===== src/rtl/fetch_pkg.sv =====
// fetch_pkg: state encoding and default sizing for the instruction-fetch sequencer.
package fetch_pkg;
   typedef enum logic [1:0] {
      FETCH_IDLE = 2'd0,
      FETCH_WAIT = 2'd1,
      FETCH_HOLD = 2'd2
   } fetch_state_t;
   localparam int FETCH_DATA_W = 16;
   localparam int FETCH_TIMEOUT = 15;
endpackage


===== src/rtl/fetch_timeout.sv =====
// fetch_timeout: clear/enable cycle counter that flags expiry after TIMEOUT enabled cycles.
module fetch_timeout #(
   parameter int TIMEOUT = fetch_pkg::FETCH_TIMEOUT
) (
   input  logic clk,
   input  logic rst,
   input  logic clr,
   input  logic en,
   output logic expired
);
   localparam int CW = $clog2(TIMEOUT + 1);
   logic [CW-1:0] cnt;
   // expiry is flagged during the TIMEOUT-th enabled cycle so the caller acts on that edge
   assign expired = cnt == CW'(TIMEOUT - 1);
   always_ff @(posedge clk) begin
      if (rst || clr) cnt <= '0;
      else if (en && !expired) cnt <= cnt + CW'(1);
   end
endmodule


===== src/rtl/fetch_ctrl.sv =====
// fetch_ctrl: instruction-fetch sequencer driving PC strobes, memory reads and the decoder handshake.
// Define FETCH_TIMEOUT_EN to abort stalled reads after TIMEOUT wait cycles and raise mem_err.
module fetch_ctrl
   import fetch_pkg::*;
#(
   parameter int DATA_W = FETCH_DATA_W,
   parameter int TIMEOUT = FETCH_TIMEOUT
) (
   input  logic              clk,
   input  logic              rst,
   input  logic              start,
   input  logic              halt,
   input  logic [DATA_W-1:0] pc_value,
   output logic              pc_inc,
   output logic              pc_write,
   output logic [DATA_W-1:0] pc_wdata,
   output logic [DATA_W-1:0] mem_addr,
   output logic              mem_rd,
   input  logic              mem_ready,
   input  logic [DATA_W-1:0] mem_rdata,
   output logic [DATA_W-1:0] ir_data,
   output logic              ir_valid,
   input  logic              ir_ack,
   input  logic              branch_req,
   input  logic [DATA_W-1:0] branch_target,
   output logic              mem_err
);
   fetch_state_t state;
   logic expired;
`ifdef FETCH_TIMEOUT_EN
   fetch_timeout #(.TIMEOUT(TIMEOUT)) u_timeout (
      .clk(clk),
      .rst(rst),
      .clr(state != FETCH_WAIT),
      .en(state == FETCH_WAIT),
      .expired(expired)
   );
`else
   logic unused_timeout;
   assign unused_timeout = TIMEOUT != 0;
   assign expired = 1'b0;
`endif
   // next address is tracked here rather than re-read from pc_value, which lags the strobes
   always_ff @(posedge clk) begin
      if (rst) begin
         state <= FETCH_IDLE;
         pc_inc <= 1'b0;
         pc_write <= 1'b0;
         pc_wdata <= '0;
         mem_addr <= '0;
         mem_rd <= 1'b0;
         ir_data <= '0;
         ir_valid <= 1'b0;
         mem_err <= 1'b0;
      end else begin
         pc_inc <= 1'b0;
         pc_write <= 1'b0;
         case (state)
            FETCH_IDLE: if (start) begin
               mem_addr <= pc_value;
               mem_rd <= 1'b1;
               mem_err <= 1'b0;
               state <= FETCH_WAIT;
            end
            FETCH_WAIT: if (mem_ready) begin
               ir_data <= mem_rdata;
               ir_valid <= 1'b1;
               mem_rd <= 1'b0;
               pc_inc <= 1'b1;
               state <= FETCH_HOLD;
            end else if (expired) begin
               mem_rd <= 1'b0;
               mem_err <= 1'b1;
               state <= FETCH_IDLE;
            end
            FETCH_HOLD: if (ir_ack) begin
               ir_valid <= 1'b0;
               pc_write <= branch_req;
               if (branch_req) pc_wdata <= branch_target;
               mem_addr <= branch_req ? branch_target : mem_addr + DATA_W'(1);
               mem_rd <= !halt;
               state <= halt ? FETCH_IDLE : FETCH_WAIT;
            end
            default: state <= FETCH_IDLE;
         endcase
      end
   end
endmodule

===== config.mk =====
export PLATFORM = sky130hd
export DESIGN_NAME = fetch_ctrl
export DESIGN_NICKNAME = d
export VERILOG_FILES = /design/src/rtl/fetch_pkg.sv /design/src/rtl/fetch_timeout.sv /design/src/rtl/fetch_ctrl.sv
export SDC_FILE = /design/constraint.sdc
export NUM_CORES = 1
export LEC_CHECK = 0
export BUFFER_PORTS_ARGS = -buffer_cell sky130_fd_sc_hd__buf_4
export CORE_UTILIZATION = 25
export DETAILED_ROUTE_END_ITERATION = 10
export REMOVE_ABC_BUFFERS = 1
export SLEW_MARGIN = 0
export SYNTH_ARGS = -nofsm -noshare
export SYNTH_HDL_FRONTEND = slang
export SYNTH_HIERARCHICAL = 1
export SYNTH_SLANG_ARGS = --single-unit

===== constraint.sdc =====
create_clock -name clk -period 1.7 [get_ports clk]
set_input_delay 0 -clock clk [delete_from_list [all_inputs] [get_ports clk]]
set_output_delay 0 -clock clk [all_outputs]
set_load 0.02 [all_outputs]

==> flow_summary.json, run 1 <==
{
  "place_congestion": 0.823,
  "reg2reg_depth": 4,
  "vdd_drop_max_uv": 351,
  "ios": 108,
  "vias": 3067,
  "internal-power_mw": 2.17,
  "clk_latency_ps": 310,
  "clock_power_share_pct": 28.9,
  "placed_area_um2": 3740,
  "antenna_cells": 0,
  "grt_max_degree": 41,
  "status": "finished, final reports clean",
  "place_hpwl_um": 6710,
  "cts_sinks": 54,
  "drive_gt1_share_pct": 32.9,
  "yosys-mux-area-fraction_pct": 2.36,
  "rsz0062_at_grt": "false",
  "antenna_left": 0,
  "report.final.setup_viol": 0,
  "synth_compound_area_share_pct": 23.1,
  "num_rows": 36,
  "r2r_start": "mem_addr[7]",
  "hold_start": "pc_value[0]",
  "cts.reportedPaths.clkPinSlew_ps": 100,
  "fmax_mhz": 631,
  "crit_required_ps": 1930,
  "r2r_slack_ps": 110,
  "maxCapViolCount": 0,
  "fin_nets": 556,
  "maxSlewViolCount": 0,
  "switching_power_mw": 0.895,
  "wl_per_cell_um": 14.7,
  "root_buffer": "clkbuf_8",
  "netlist_instances": 337,
  "cts_made_buffers": 5,
  "critPathMaxFanout": 7,
  "instances_no_fill": 634,
  "netlist_area_um2": 2600,
  "cts_tree": "built",
  "grt_pass1_vias": 2972,
  "synthFlopType": "dfxtp_1",
  "yosysTopAreaCell": "dfxtp_1",
  "drtIter0Drc": 169,
  "synth_top_family_by_area": "simple AND/OR/NAND/NOR gates",
  "drcViolationCount": 0,
  "yosys_warnings": 6,
  "end_kind": "flip-flop",
  "syn2layout_area_growth_pct": 64.8,
  "seq_power_share_pct": 45.4,
  "synth.distinct_cells": 52,
  "avgSynthCellArea_um2": 7.71,
  "die_w_um": 104,
  "async_flop_share_pct": 0,
  "synth-adder-area-share_pct": 0.481,
  "die-area_um2": 10800,
  "yosysTopAreaCellShare_pct": 41.6,
  "grt_overflow": 0,
  "path_class": "reg -> reg",
  "fin_hold_ws_ps": 25.6,
  "switching_share_pct": 29.2,
  "synthSimpleGateAreaFrac_pct": 26.7,
  "first_pass_iters": 4,
  "min_path_type": "in -> reg",
  "initial_core_util_pct": 26.2,
  "period_minus_slack_ps": 1590,
  "post-place-cells": 585,
  "port_buffers": 106,
  "synth_edf_count": 0,
  "grt_pass1_wl_um": 15100,
  "antenna_found_initial": 0,
  "rr_endpoint": "mem_addr[9]",
  "synth-xor-area-share_pct": 1.01,
  "worstHoldEndpoint": "mem_addr[0]",
  "max-clock-path-buffers": 2,
  "leakage_nw": 1.76,
  "avgViaCountPerCell": 4.84,
  "period_share_pct": 93.3,
  "hold_viol": 0,
  "crit_arrival_ps": 1820,
  "fin_skew_ps": 3.43,
  "finalPower_mw": 3.07,
  "holdPathStages": 3,
  "wirelength_um": 9340,
  "synth-seq-cells": 54,
  "seq_area_frac_synth_pct": 41.6,
  "h-tree-depth": 2,
  "fp.dieH_um": 104,
  "grt_usage_pct": 17.3,
  "stdcell_area_um2": 4280,
  "tns_ps": 0,
  "pwr_density_cell_nw_per_um2": 716,
  "synthTopCellsByArea": "dfxtp_1, nand2_1, a21oi_1",
  "critPathLaunchType": "flip-flop",
  "combPwrFrac_pct": 25.7,
  "core_um2": 9910
}
[per-layer routing]
layer,GRT usage (%),vias to the layer above,wire [um]
li1,-,1517,-
met1,21.4,1422,4030
met2,29.2,106,4480
met3,3.13,22,523
met4,7.55,0,306
met5,0,-,0
[power groups by stage]
stage / registers, mW / clock network (mW) / logic (mW)
after floorplan: 1.51 / 0 / 0.204
after global placement: 1.41 / 0 / 0.697
after detailed placement: 1.42 / 0 / 0.704
after CTS: 1.39 / 0.910 / 0.782
after global routing: 1.40 / 0.953 / 0.849
final: 1.39 / 0.886 / 0.788
[critical path, cell delays in order, from the launching register on]
cell     delay [ps]
dfxtp_1         390
nand4_4         160
or3_4           420
o311a_1         340
o32ai_2         190
[final cells by class]
| type | count | area (um^2) |
|---|---|---|
| clock buffer | 6 | 72.6 |
| clock inverter | 2 | 37.5 |
| fill | 1004 | 5630 |
| inverter | 4 | 15.0 |
| multi-input combinational | 255 | 1410 |
| sequential | 54 | 1090 |
| tap | 133 | 166 |
| timing repair buffer | 180 | 1490 |
[stage by stage]
step	util, %	setup slack [ps]
2_1_floorplan	-	-258
3_3_place_gp	37.8	34.0
3_5_place_dp	37.8	-14.3
4_1_cts	43.0	24.7
5_1_grt	43.2	4.47
6_report	43.2	114
[cell usage in the layout (no fill, tap or decap), drive strengths merged, types with 3 or more instances in the layout]
cell type / Yosys / routed
a21oi: 53 / 53
a221oi: 4 / 4
and3: 3 / 3
buf: 11 / 140
clkbuf: 13 / 6
dfxtp: 54 / 54
dlygate4sd3: 0 / 40
inv: 4 / 4
mux2i: 5 / 5
nand2: 87 / 87
nand2b: 3 / 3
nand3: 13 / 13
nand4: 5 / 5
nor2: 9 / 9
nor4: 6 / 6
o211ai: 5 / 5
o21a: 3 / 3
o21ai: 15 / 15
or3: 5 / 5
[how the worst max path moves through the flow]
stage	from	to	slack (ps)
floorplan	state[1]	pc_wdata[0]	-260
global placement	mem_addr[0]	mem_addr[14]	30
detailed placement	mem_addr[0]	mem_addr[14]	-10
CTS	mem_addr[0]	mem_addr[14]	20
global route	mem_addr[3]	mem_addr[7]	4
finish	mem_addr[7]	mem_addr[9]	110
[synthesized netlist by cell type (5+ instances only)]
cell	instances
nor2_1	9
dfxtp_1	54
buf_2	9
a21oi_1	53
o211ai_1	5
mux2i_1	5
clkbuf_1	13
nand2_1	87
nor4_1	6
o21ai_0	15
nand3_1	12
[registers in the layout, indices dropped and copies added (netlist names)]
signal    count
mem_rd        1
pc_inc        1
state         2
pc_wdata     16
ir_data      16
pc_write      1
mem_addr     16
ir_valid      1
[repair_timing]
item / 4_1_cts / 5_1_grt
endpoints found under the hold margin: 44 / 0
endpoints found under the setup margin: 1 / 23
cloned: 0 / 0
buffers inserted: 1 / 0
hold buffers: 40 / 0
resized for setup: 0 / 11
pin swaps: 1 / 1
[cells by family (layout without fill, tap and decap cells)]
group	after synthesis	count (layout)
AND/OR/NAND/NOR	145	145
AO/OA/AOI/OAI	99	99
flip-flops	54	54
buffers and inverters	28	192
multiplexers	6	6
XOR/XNOR	3	3
adder cells (fa/ha/maj)	1	1
other	1	1
No activity file was read; power rests on OpenSTA's default activity.
==> inputs of run 2 (changes only) <==
- clock period: 1.7 -> 1.85 ns (I/O delays scaled with it)
==> flow_summary.json, run 2 (synthesized netlist as in run 1, its figures left out) <==
{
  "status": "finished, final reports clean",
  "end_kind": "flip-flop",
  "antenna_cells": 0,
  "path_class": "reg -> reg",
  "initial_core_util_pct": 26.2,
  "drtIter0Drc": 227,
  "stdcell_area_um2": 4140,
  "grt_overflow": 0,
  "maxSlewViolCount": 0,
  "vias": 3021,
  "crit_required_ps": 2080,
  "cts.reportedPaths.clkPinSlew_ps": 110,
  "first_pass_iters": 4,
  "syn2layout_area_growth_pct": 59.2,
  "maxCapViolCount": 0,
  "final_util_pct": 41.8,
  "layout_setup_ws_ps": 81.0,
  "placed_area_um2": 3650,
  "grt_usage_pct": 17.2,
  "max-clock-path-buffers": 2,
  "report.final.setup_viol": 0,
  "final_cell_mix": "buf_4, nand2_1, dfxtp_1",
  "h-tree-depth": 2,
  "min_path_type": "in -> reg",
  "clk_latency_ps": 310,
  "rsz0062_at_grt": "false",
  "fin_nets": 542,
  "post-place-ws_ps": 115,
  "wirelength_um": 9340,
  "leakage_nw": 1.69,
  "fp.dieH_um": 104,
  "drive_gt1_share_pct": 30.0,
  "num_rows": 36,
  "postCtsSetupRepairBufs": 0,
  "wl_per_cell_um": 15.1,
  "place_hpwl_um": 6680,
  "grt_max_degree": 31,
  "drcViolationCount": 0,
  "fmax_mhz": 565,
  "avgViaCountPerCell": 4.88,
  "place_congestion": 0.835,
  "critPathLaunchType": "flip-flop",
  "holdPathStages": 3,
  "grt_pass1_wl_um": 15000,
  "grt_pass1_vias": 2876,
  "crit_arrival_ps": 2000,
  "cts_made_buffers": 5,
  "ios": 108,
  "port_buffers": 106,
  "vdd_drop_max_uv": 497,
  "cts_tree": "built",
  "die_w_um": 104,
  "period_minus_slack_ps": 1770,
  "critPathMaxFanout": 5,
  "pwr_density_cell_nw_per_um2": 670,
  "fin_skew_ps": 13.7,
  "die-area_um2": 10800,
  "antenna_left": 0,
  "core_um2": 9910,
  "period_share_pct": 95.6,
  "cts_sinks": 54,
  "layout_top_registers": "ir_data (16), mem_addr (16), pc_wdata (16)",
  "hold_viol": 0,
  "final_common_cell": "buf_4",
  "reg2reg_depth": 5,
  "root_buffer": "clkbuf_8",
  "antenna_found_initial": 0
}
[run 2: changes by cell type in the layout (fill, tap and decap cells not counted), moves of 3 or more]
cell and delta:
buf_4 -10, dlygate4sd3_1 -3, dfxtp_2 -5, dfxtp_1 +5
[run 2: final cells by class]
cell class                 count  area [um^2]
clock inverter                 2         38.8
multi-input combinational    255         1400
timing repair buffer         166         1360
sequential                    54         1080
tap                          133          166
fill                        1014         5770
clock buffer                   5         68.8
inverter                       4         15.0
[run 2: what timing repair did]
| item | CTS | global route |
|---|---|---|
| gates resized for setup | 0 | 1 |
| endpoints found under the setup margin | 0 | 1 |
| hold endpoints to repair | 38 | 0 |
| hold buffers | 37 | 0 |
[run 2: worst paths after layout]
| path | from | endpoint | slack, ps |
|---|---|---|---|
| hold reg to reg | ir_data[2] | ir_data[2] | 460 |
| setup reg to reg | mem_addr[0] | mem_addr[12] | 80 |
| setup / recovery | mem_addr[0] | mem_addr[12] | 80 |
| hold / removal | pc_value[4] | mem_addr[4] | 3 |
[run 2: metrics by stage]
stage	std cells	total power, mW	hold slack (ps)	TNS [ps]
floorplan	313	1.57	69.1	-1820
global placement	575	1.92	251	0
detailed placement	575	1.92	262	0
CTS	619	2.80	2.26	0
global route	619	2.91	6.78	0
finish	619	2.77	3.04	0
[run 2: worst max-delay path, stage by stage, from the launching register on]
cell and delay [ps]:
dfxtp_1 350, ha_1 170, nand4_1 220, or4b_1 560, and3_1 160, o31ai_1 230
[run 2: layer usage]
| layer | track usage [%] | share of wire, % | vias to the layer above |
|---|---|---|---|
| met5 | 0 | 0 | - |
| met4 | 5.92 | 1.9 | 0 |
| met3 | 3.07 | 5.9 | 14 |
| met2 | 28.7 | 49 | 104 |
| met1 | 22.1 | 43 | 1414 |
| li1 | - | - | 1489 |
[run 2: power by group]
group          internal (mW)  leakage [nW]  switching [mW]
sequential              1.22         0.440          0.0608
combinational          0.335          1.19           0.347
clock                  0.399        0.0542           0.406
total                   1.96          1.69           0.814
